$ cat src/rtl/trap_ctrl_if.sv
// Bundle of IDU, CSR-file and timer-bus signals seen by trap_ctrl.
// Member names mirror the controller's signal list; slave is the controller side.
interface trap_ctrl_if;
    logic        tc_inst_valid_i;
    logic [63:0] tc_pc_i;
    logic        tc_is_ecall_i;
    logic        tc_is_mret_i;
    logic        tc_mstatus_mie_i;
    logic        tc_mie_mtie_i;
    logic [63:0] tc_mtvec_i;
    logic [63:0] tc_mepc_i;
    logic        tc_tmr_wen_i;
    logic        tc_tmr_addr_i;
    logic [63:0] tc_tmr_wdata_i;
    logic [63:0] tc_tmr_rdata_o;
    logic [1:0]  tc_excepttype_o;
    logic [63:0] tc_exceptpc_o;
    logic        tc_stall_o;
    logic        tc_redirect_o;
    logic [63:0] tc_redirect_pc_o;
    logic        tc_mtip_o;

    modport master (
        output tc_inst_valid_i, tc_pc_i, tc_is_ecall_i, tc_is_mret_i,
        output tc_mstatus_mie_i, tc_mie_mtie_i, tc_mtvec_i, tc_mepc_i,
        output tc_tmr_wen_i, tc_tmr_addr_i, tc_tmr_wdata_i,
        input  tc_tmr_rdata_o, tc_excepttype_o, tc_exceptpc_o, tc_stall_o,
        input  tc_redirect_o, tc_redirect_pc_o, tc_mtip_o
    );

    modport slave (
        input  tc_inst_valid_i, tc_pc_i, tc_is_ecall_i, tc_is_mret_i,
        input  tc_mstatus_mie_i, tc_mie_mtie_i, tc_mtvec_i, tc_mepc_i,
        input  tc_tmr_wen_i, tc_tmr_addr_i, tc_tmr_wdata_i,
        output tc_tmr_rdata_o, tc_excepttype_o, tc_exceptpc_o, tc_stall_o,
        output tc_redirect_o, tc_redirect_pc_o, tc_mtip_o
    );
endinterface

$ cat src/rtl/trap_ctrl.sv
// Trap entry/exit sequencer for the single-cycle core, plus the machine timer
// (mtime/mtimecmp with a clock prescaler).
module trap_ctrl #(
    parameter int unsigned TMR_DIV      = 1,
    parameter logic [63:0] MTIMECMP_RST = 64'hFFFF_FFFF_FFFF_FFFF
) (
    input logic        tc_clk_i,
    input logic        tc_rst_n_i,
    trap_ctrl_if.slave tc_bus_io
);

    typedef enum logic [1:0] {StRun, StEntry, StHandler, StExit} state_e;

    localparam logic [1:0]  CauseNone  = 2'd0;
    localparam logic [1:0]  CauseEcall = 2'd1;
    localparam logic [1:0]  CauseMret  = 2'd2;
    localparam logic [1:0]  CauseTimer = 2'd3;
    localparam logic [15:0] PreMax     = 16'(TMR_DIV - 1);

    state_e      state_q, state_d;
    logic [63:0] mtime_q, mtime_d;
    logic [63:0] mtimecmp_q, mtimecmp_d;
    logic [15:0] pre_q, pre_d;
    logic [63:0] epc_q, epc_d;
    logic [1:0]  cause_q, cause_d;

    logic        mtip;
    logic        stall;
    logic        redirect;
    logic [63:0] redirect_pc;
    logic [1:0]  excepttype;
    logic [63:0] exceptpc;

    always_ff @(posedge tc_clk_i) begin
        if (!tc_rst_n_i) begin
            state_q    <= StRun;
            mtime_q    <= '0;
            mtimecmp_q <= MTIMECMP_RST;
            pre_q      <= '0;
            epc_q      <= '0;
            cause_q    <= CauseNone;
        end else begin
            state_q    <= state_d;
            mtime_q    <= mtime_d;
            mtimecmp_q <= mtimecmp_d;
            pre_q      <= pre_d;
            epc_q      <= epc_d;
            cause_q    <= cause_d;
        end
    end

    // Timer: a software write to mtime overrides the tick and restarts the prescaler.
    always_comb begin
        mtime_d    = mtime_q;
        mtimecmp_d = mtimecmp_q;
        pre_d      = pre_q;
        if (pre_q == PreMax) begin
            pre_d   = '0;
            mtime_d = mtime_q + 64'd1;
        end else begin
            pre_d = pre_q + 16'd1;
        end
        if (tc_bus_io.tc_tmr_wen_i) begin
            if (tc_bus_io.tc_tmr_addr_i) begin
                mtimecmp_d = tc_bus_io.tc_tmr_wdata_i;
            end else begin
                mtime_d = tc_bus_io.tc_tmr_wdata_i;
                pre_d   = '0;
            end
        end
    end

    assign mtip = (mtime_q >= mtimecmp_q);

    always_comb begin
        state_d     = state_q;
        epc_d       = epc_q;
        cause_d     = cause_q;
        stall       = 1'b0;
        redirect    = 1'b0;
        redirect_pc = '0;
        excepttype  = CauseNone;
        exceptpc    = '0;
        unique case (state_q)
            StRun, StHandler: begin
                // Timer is masked while a handler runs, whatever MIE says.
                if (tc_bus_io.tc_inst_valid_i) begin
                    if (state_q == StRun && mtip && tc_bus_io.tc_mstatus_mie_i &&
                        tc_bus_io.tc_mie_mtie_i) begin
                        stall   = 1'b1;
                        epc_d   = tc_bus_io.tc_pc_i;
                        cause_d = CauseTimer;
                        state_d = StEntry;
                    end else if (tc_bus_io.tc_is_ecall_i) begin
                        stall   = 1'b1;
                        epc_d   = tc_bus_io.tc_pc_i;
                        cause_d = CauseEcall;
                        state_d = StEntry;
                    end else if (tc_bus_io.tc_is_mret_i) begin
                        stall   = 1'b1;
                        epc_d   = tc_bus_io.tc_pc_i;
                        cause_d = CauseMret;
                        state_d = StExit;
                    end
                end
            end
            StEntry: begin
                excepttype  = cause_q;
                exceptpc    = epc_q;
                redirect    = 1'b1;
                redirect_pc = {tc_bus_io.tc_mtvec_i[63:2], 2'b00};
                stall       = 1'b1;
                state_d     = StHandler;
            end
            StExit: begin
                excepttype  = CauseMret;
                redirect    = 1'b1;
                redirect_pc = tc_bus_io.tc_mepc_i;
                stall       = 1'b1;
                state_d     = StRun;
            end
            default: state_d = StRun;
        endcase
    end

    // Trap outputs are masked while reset is held so a reset mid-ENTRY/EXIT emits nothing.
    assign tc_bus_io.tc_excepttype_o  = tc_rst_n_i ? excepttype : CauseNone;
    assign tc_bus_io.tc_exceptpc_o    = tc_rst_n_i ? exceptpc : '0;
    assign tc_bus_io.tc_stall_o       = tc_rst_n_i & stall;
    assign tc_bus_io.tc_redirect_o    = tc_rst_n_i & redirect;
    assign tc_bus_io.tc_redirect_pc_o = tc_rst_n_i ? redirect_pc : '0;
    assign tc_bus_io.tc_mtip_o        = mtip;
    assign tc_bus_io.tc_tmr_rdata_o   = tc_bus_io.tc_tmr_addr_i ? mtimecmp_q : mtime_q;

endmodule

$ cat src/flat_wrapper.sv
// flat-port wrapper written by rule: the top's interface ports become plain ports
module trap_ctrl_flat 
#(
    parameter int unsigned TMR_DIV      = 1,
    parameter logic [63:0] MTIMECMP_RST = 64'hFFFF_FFFF_FFFF_FFFF
)
  (tc_clk_i, tc_rst_n_i, tc_bus_io_tc_inst_valid_i, tc_bus_io_tc_pc_i, tc_bus_io_tc_is_ecall_i, tc_bus_io_tc_is_mret_i, tc_bus_io_tc_mstatus_mie_i, tc_bus_io_tc_mie_mtie_i, tc_bus_io_tc_mtvec_i, tc_bus_io_tc_mepc_i, tc_bus_io_tc_tmr_wen_i, tc_bus_io_tc_tmr_addr_i, tc_bus_io_tc_tmr_wdata_i, tc_bus_io_tc_tmr_rdata_o, tc_bus_io_tc_excepttype_o, tc_bus_io_tc_exceptpc_o, tc_bus_io_tc_stall_o, tc_bus_io_tc_redirect_o, tc_bus_io_tc_redirect_pc_o, tc_bus_io_tc_mtip_o);
  trap_ctrl_if tc_bus_io_i ();
  input logic tc_clk_i;
  input logic tc_rst_n_i;
  input wire logic [$bits(tc_bus_io_i.tc_inst_valid_i)-1:0] tc_bus_io_tc_inst_valid_i;
  input wire logic [$bits(tc_bus_io_i.tc_pc_i)-1:0] tc_bus_io_tc_pc_i;
  input wire logic [$bits(tc_bus_io_i.tc_is_ecall_i)-1:0] tc_bus_io_tc_is_ecall_i;
  input wire logic [$bits(tc_bus_io_i.tc_is_mret_i)-1:0] tc_bus_io_tc_is_mret_i;
  input wire logic [$bits(tc_bus_io_i.tc_mstatus_mie_i)-1:0] tc_bus_io_tc_mstatus_mie_i;
  input wire logic [$bits(tc_bus_io_i.tc_mie_mtie_i)-1:0] tc_bus_io_tc_mie_mtie_i;
  input wire logic [$bits(tc_bus_io_i.tc_mtvec_i)-1:0] tc_bus_io_tc_mtvec_i;
  input wire logic [$bits(tc_bus_io_i.tc_mepc_i)-1:0] tc_bus_io_tc_mepc_i;
  input wire logic [$bits(tc_bus_io_i.tc_tmr_wen_i)-1:0] tc_bus_io_tc_tmr_wen_i;
  input wire logic [$bits(tc_bus_io_i.tc_tmr_addr_i)-1:0] tc_bus_io_tc_tmr_addr_i;
  input wire logic [$bits(tc_bus_io_i.tc_tmr_wdata_i)-1:0] tc_bus_io_tc_tmr_wdata_i;
  output wire logic [$bits(tc_bus_io_i.tc_tmr_rdata_o)-1:0] tc_bus_io_tc_tmr_rdata_o;
  output wire logic [$bits(tc_bus_io_i.tc_excepttype_o)-1:0] tc_bus_io_tc_excepttype_o;
  output wire logic [$bits(tc_bus_io_i.tc_exceptpc_o)-1:0] tc_bus_io_tc_exceptpc_o;
  output wire logic [$bits(tc_bus_io_i.tc_stall_o)-1:0] tc_bus_io_tc_stall_o;
  output wire logic [$bits(tc_bus_io_i.tc_redirect_o)-1:0] tc_bus_io_tc_redirect_o;
  output wire logic [$bits(tc_bus_io_i.tc_redirect_pc_o)-1:0] tc_bus_io_tc_redirect_pc_o;
  output wire logic [$bits(tc_bus_io_i.tc_mtip_o)-1:0] tc_bus_io_tc_mtip_o;
  assign tc_bus_io_i.tc_inst_valid_i = tc_bus_io_tc_inst_valid_i;
  assign tc_bus_io_i.tc_pc_i = tc_bus_io_tc_pc_i;
  assign tc_bus_io_i.tc_is_ecall_i = tc_bus_io_tc_is_ecall_i;
  assign tc_bus_io_i.tc_is_mret_i = tc_bus_io_tc_is_mret_i;
  assign tc_bus_io_i.tc_mstatus_mie_i = tc_bus_io_tc_mstatus_mie_i;
  assign tc_bus_io_i.tc_mie_mtie_i = tc_bus_io_tc_mie_mtie_i;
  assign tc_bus_io_i.tc_mtvec_i = tc_bus_io_tc_mtvec_i;
  assign tc_bus_io_i.tc_mepc_i = tc_bus_io_tc_mepc_i;
  assign tc_bus_io_i.tc_tmr_wen_i = tc_bus_io_tc_tmr_wen_i;
  assign tc_bus_io_i.tc_tmr_addr_i = tc_bus_io_tc_tmr_addr_i;
  assign tc_bus_io_i.tc_tmr_wdata_i = tc_bus_io_tc_tmr_wdata_i;
  assign tc_bus_io_tc_tmr_rdata_o = tc_bus_io_i.tc_tmr_rdata_o;
  assign tc_bus_io_tc_excepttype_o = tc_bus_io_i.tc_excepttype_o;
  assign tc_bus_io_tc_exceptpc_o = tc_bus_io_i.tc_exceptpc_o;
  assign tc_bus_io_tc_stall_o = tc_bus_io_i.tc_stall_o;
  assign tc_bus_io_tc_redirect_o = tc_bus_io_i.tc_redirect_o;
  assign tc_bus_io_tc_redirect_pc_o = tc_bus_io_i.tc_redirect_pc_o;
  assign tc_bus_io_tc_mtip_o = tc_bus_io_i.tc_mtip_o;
  trap_ctrl #(.TMR_DIV(TMR_DIV), .MTIMECMP_RST(MTIMECMP_RST)) u_core (.tc_clk_i(tc_clk_i), .tc_rst_n_i(tc_rst_n_i), .tc_bus_io(tc_bus_io_i));
endmodule
$ cat config.mk
export PLATFORM = sky130hd
export DESIGN_NAME = trap_ctrl_flat
export DESIGN_NICKNAME = d
export VERILOG_FILES = /design/src/rtl/trap_ctrl_if.sv /design/src/rtl/trap_ctrl.sv /design/src/flat_wrapper.sv
export SDC_FILE = /design/constraint.sdc
export NUM_CORES = 1
export LEC_CHECK = 0
export CORE_ASPECT_RATIO = 0.6
export CORE_MARGIN = 2
export CORE_UTILIZATION = 30
export DETAILED_ROUTE_END_ITERATION = 16
export PLACE_DENSITY = 0.62
export REMOVE_ABC_BUFFERS = 1
export SLEW_MARGIN = 20
export SYNTH_ARGS = -nofsm -noshare
export SYNTH_HDL_FRONTEND = slang
export SYNTH_SLANG_ARGS = --single-unit
$ cat constraint.sdc
create_clock -name tc_clk_i -period 5.5 [get_ports tc_clk_i]
set_input_delay 0.825 -clock tc_clk_i [delete_from_list [all_inputs] [get_ports tc_clk_i]]
set_output_delay 0.825 -clock tc_clk_i [all_outputs]
set_load 0.01 [all_outputs]
==> results.tsv <==
stage	metric	value	unit
outcome	run_status	complete, no violations	
worst_setup_path	reg2reg_to	u_core.epc_q[9]	
synthesis	yosys.area_share.simple	22.53	%
timing	drv_slew	0	
floorplan	die_h	163.4	µm
grt	grt_max_degree	171	
clock_tree	worstSkewPairLatency	0.56	ns
worst_setup_path	worst-path-max-fanout	5	
floorplan	initial_utilization	30.38	%
synthesis	synth-edff-count	0	
timing	setup_viol	0	
power_and_ir_drop	ir_worst_vdd	0.1786	mV
clock_tree	path_clk_slew	0.06	ns
timing	rsz0062_at_grt	false	
route	firstDrtPassIters	5	
synthesis	synthAdderAreaFrac	6.600	%
cells_and_area	finalInstanceArea	18650	µm²
power_and_ir_drop	leakage	0.007410	µW
worst_setup_path	r2r_start	u_core.mtimecmp_q[61]	
min_path	holdCritPathClass	reg -> reg	
floorplan	core-area	41800	µm²
cells_and_area	final_cells	2550	
placement	place.gp.congestion	0.8565	
clock_tree	numCtsBuffers	25	
placement	dpl.cell_count	2497	
min_path	hold_end	u_core.epc_q[44]	
clock_tree	cts_resized	0	
cells_and_area	fillers	4117	
timing	period_needed	5.222	ns
cells_and_area	fin_nets	2286	
route	drc	0	
timing	relSlewSlack	34.47	%
synthesis	async_reset_ff_share	0	%
floorplan	dieArea	44050	µm²
worst_setup_path	cp_slowest_cell	nor4_2	
worst_setup_path	r2r_cells	10	
min_path	hold_path_depth	2	
floorplan	fp.dieW	269.6	µm
synthesis	synthCells	1554	
worst_setup_path	cp.required	4.68	ns
clock_tree	clock_path_buffers	3	
synthesis	synth-xor-area-share	4.482	%
synthesis	synth_most_common_cell	nand2_1	
worst_setup_path	end_kind	primary output	
synthesis	synth_common_cells	255 x nand2_1, 212 x dfxtp_1, 127 x mux2i_1	
grt	grt_overflow	0	
synthesis	yosys.area.top_type	dfxtp_1	
route	viasPerCell	4.914	
worst_setup_path	r2r_slack	1.51	ns
clock_tree	cts_hold_buf	0	
grt	grt_pass1_vias	11990	
synthesis	synth_area_leaders	dfxtp_1 33%, mux2i_1 10%, nand2_1 7.5%, ha_1 6.6%, mux2_2 4.8%	
cells_and_area	drive_above_1_share	7.009	%
grt	grt_pass1_wl	71350	µm
worst_setup_path	crit_chain	inv_1 -> ha_1 -> nand4_1 -> nor4_2 -> nand4_1 -> a311o_1 -> nor4b_1 -> inv_1 -> a21oi_1 -> a21oi_1 -> clkdlybuf4s50_1	
route	antenna_left	0	
clock_tree	cts_tree	built	
worst_setup_path	path_class	reg -> out	
grt	grt_use_total	20.74	%
power_and_ir_drop	p_per_area	234.7	nW/µm²
clock_tree	postCtsSetupBuffers	0	
floorplan	io_pins	462	
cells_and_area	syn2layout_area_growth	46.86	%
synthesis	synth.distinct_cells	53	
synthesis	yosys_warnings	0	
grt	antenna_found_initial	11	
worst_setup_path	cp-start-kind	flip-flop	
clock_tree	clockRootBuffer	clkbuf_16	
synthesis	avgSynthCellArea	8.173	µm²
clock_tree	cts_max_level	1	
timing	finalHoldViolCount	0	
placement	io_buffers	459	
clock_tree	cts_sinks	212	
timing	fmax	0.1915	GHz
synthesis	synth_compound_area_share	12.44	%
job	max-cap-violations	0	
synthesis	synth.area.mux_share	14.80	%
synthesis	ys_seq_elements	212	
route	avgRoutedWirePerCell	18.90	µm
placement	place_hpwl	36520	µm
synthesis	yosysTopAreaCellShare	33.42	%
route	vias	12530	
synthesis	synth_ff_type	dfxtp_1	
route	drtIter0Drc	883	
route	wl	48190	µm
synthesis	synth_seq_area_share	33.42	%
worst_setup_path	crit_arrival	4.40	ns
worst_setup_path	slowest_delay	0.81	ns
floorplan	std_cell_rows	58	
min_path	hp-start	u_core.epc_q[44]	
timing	fin_crit_sh	94.94	%
timing	fin_skew	0.03044	ns
synthesis	netlist_area	12700	µm²
synthesis	synth_top_family_by_area	simple AND/OR/NAND/NOR gates	
placement	dpl-instance-area	17750	µm²
timing	worst_slew_pin_slew	0.9693	ns
placed cells by master, fill, tap and decap left out, drive strengths merged, types with 8 or more instances in the layout:
master	n
clkbuf	29
o211ai	65
xnor2	36
nand2	256
ha	67
xor2	29
and4	12
a211oi	12
nor4	14
mux2	54
clkdlybuf4s50	457
a311oi	8
inv	85
or3	14
and3	15
nand4	27
diode	11
a21oi	79
nor3	24
o21ai	81
and2	71
dfxtp	212
nand3	31
nor2	108
mux2i	127
buf	17
routing by layer:
metal | vias to the layer above | track usage [%] | part of all wire, %
li1 | 6196 | - | -
met1 | 5880 | 27.46 | 44
met2 | 381 | 32.58 | 46
met3 | 73 | 4.337 | 5.9
met4 | 0 | 9.369 | 3.7
met5 | - | 0 | 0
how the worst max path moves through the flow:
stage	start	endpoint	slack [ns]	depth (start not counted)
finish	u_core.mtimecmp_q[61]	tc_bus_io_tc_stall_o	0.28	11
global route	u_core.mtimecmp_q[63]	tc_bus_io_tc_stall_o	0.14	11
CTS	u_core.mtimecmp_q[61]	tc_bus_io_tc_stall_o	0.30	11
detailed placement	u_core.mtimecmp_q[61]	tc_bus_io_tc_stall_o	0.92	11
global placement	u_core.mtimecmp_q[61]	tc_bus_io_tc_stall_o	0.95	11
floorplan	u_core.state_q[1]	u_core.epc_q[0]	-1.19	4
report_power, final:
| group | total [µW] | leakage (µW) | internal [µW] | switching [µW] |
|---|---|---|---|---|
| clock | 1790 | 0.000431 | 1070 | 715 |
| combinational | 871 | 0.00523 | 475 | 396 |
| sequential | 1720 | 0.00175 | 1630 | 84.6 |
registers in the layout, indices dropped and copies added, names as in the netlist:
name,cells
u_core.cause_q,2
u_core.epc_q,64
u_core.mtime_q,64
u_core.mtimecmp_q,64
u_core.pre_q,16
u_core.state_q,2
final cells by class:
cell class | count | area (µm²) | share of cell area, %
clock inverter | 13 | 190.2 | 1.020
inverter | 84 | 315.3 | 1.690
antenna | 11 | 27.53 | 0.1476
sequential | 212 | 4248 | 22.77
tap | 570 | 713.2 | 3.823
multi-input combinational | 1157 | 7760 | 41.60
timing repair buffer | 474 | 4718 | 25.30
clock buffer | 29 | 680.7 | 3.649
cells by family (layout without fill, tap and decap cells):
kind of cell               Yosys count  after routing
and+or+nand+nor                    583            583
other                                0             11
adders and majority gates           67             67
AOI/OAI and AO/OA                  261            261
DFF                                212            212
muxes                              181            181
xor gates and xnor gates            65             65
buffers and inverters              185            600
through the flow:
step           setup WS (ns)  power, µW  util (%)  hold WS (ns)  setup TNS, ns
6_report              0.2783       4378     44.62        0.4499              0
2_1_floorplan         -1.189       2140         -        0.4301         -77.17
3_3_place_gp          0.9512       2609     42.47        0.4377              0
3_5_place_dp          0.9196       2621     42.47        0.4438              0
5_1_grt               0.1445       4578     44.62        0.4675              0
4_1_cts               0.2950       4436     44.56        0.4539              0
critical path, delay by kind of cell (launching register included):
| kind | cells | cell delay (ns) |
|---|---|---|
| AO/OA/AOI/OAI | 3 | 0.67 |
| AND/OR/NAND/NOR | 4 | 1.74 |
| adder cells (fa/ha/maj) | 1 | 0.29 |
| flip-flops | 1 | 0.32 |
| buffers and inverters | 3 | 0.80 |
Power figures use the tool's default switching activity.
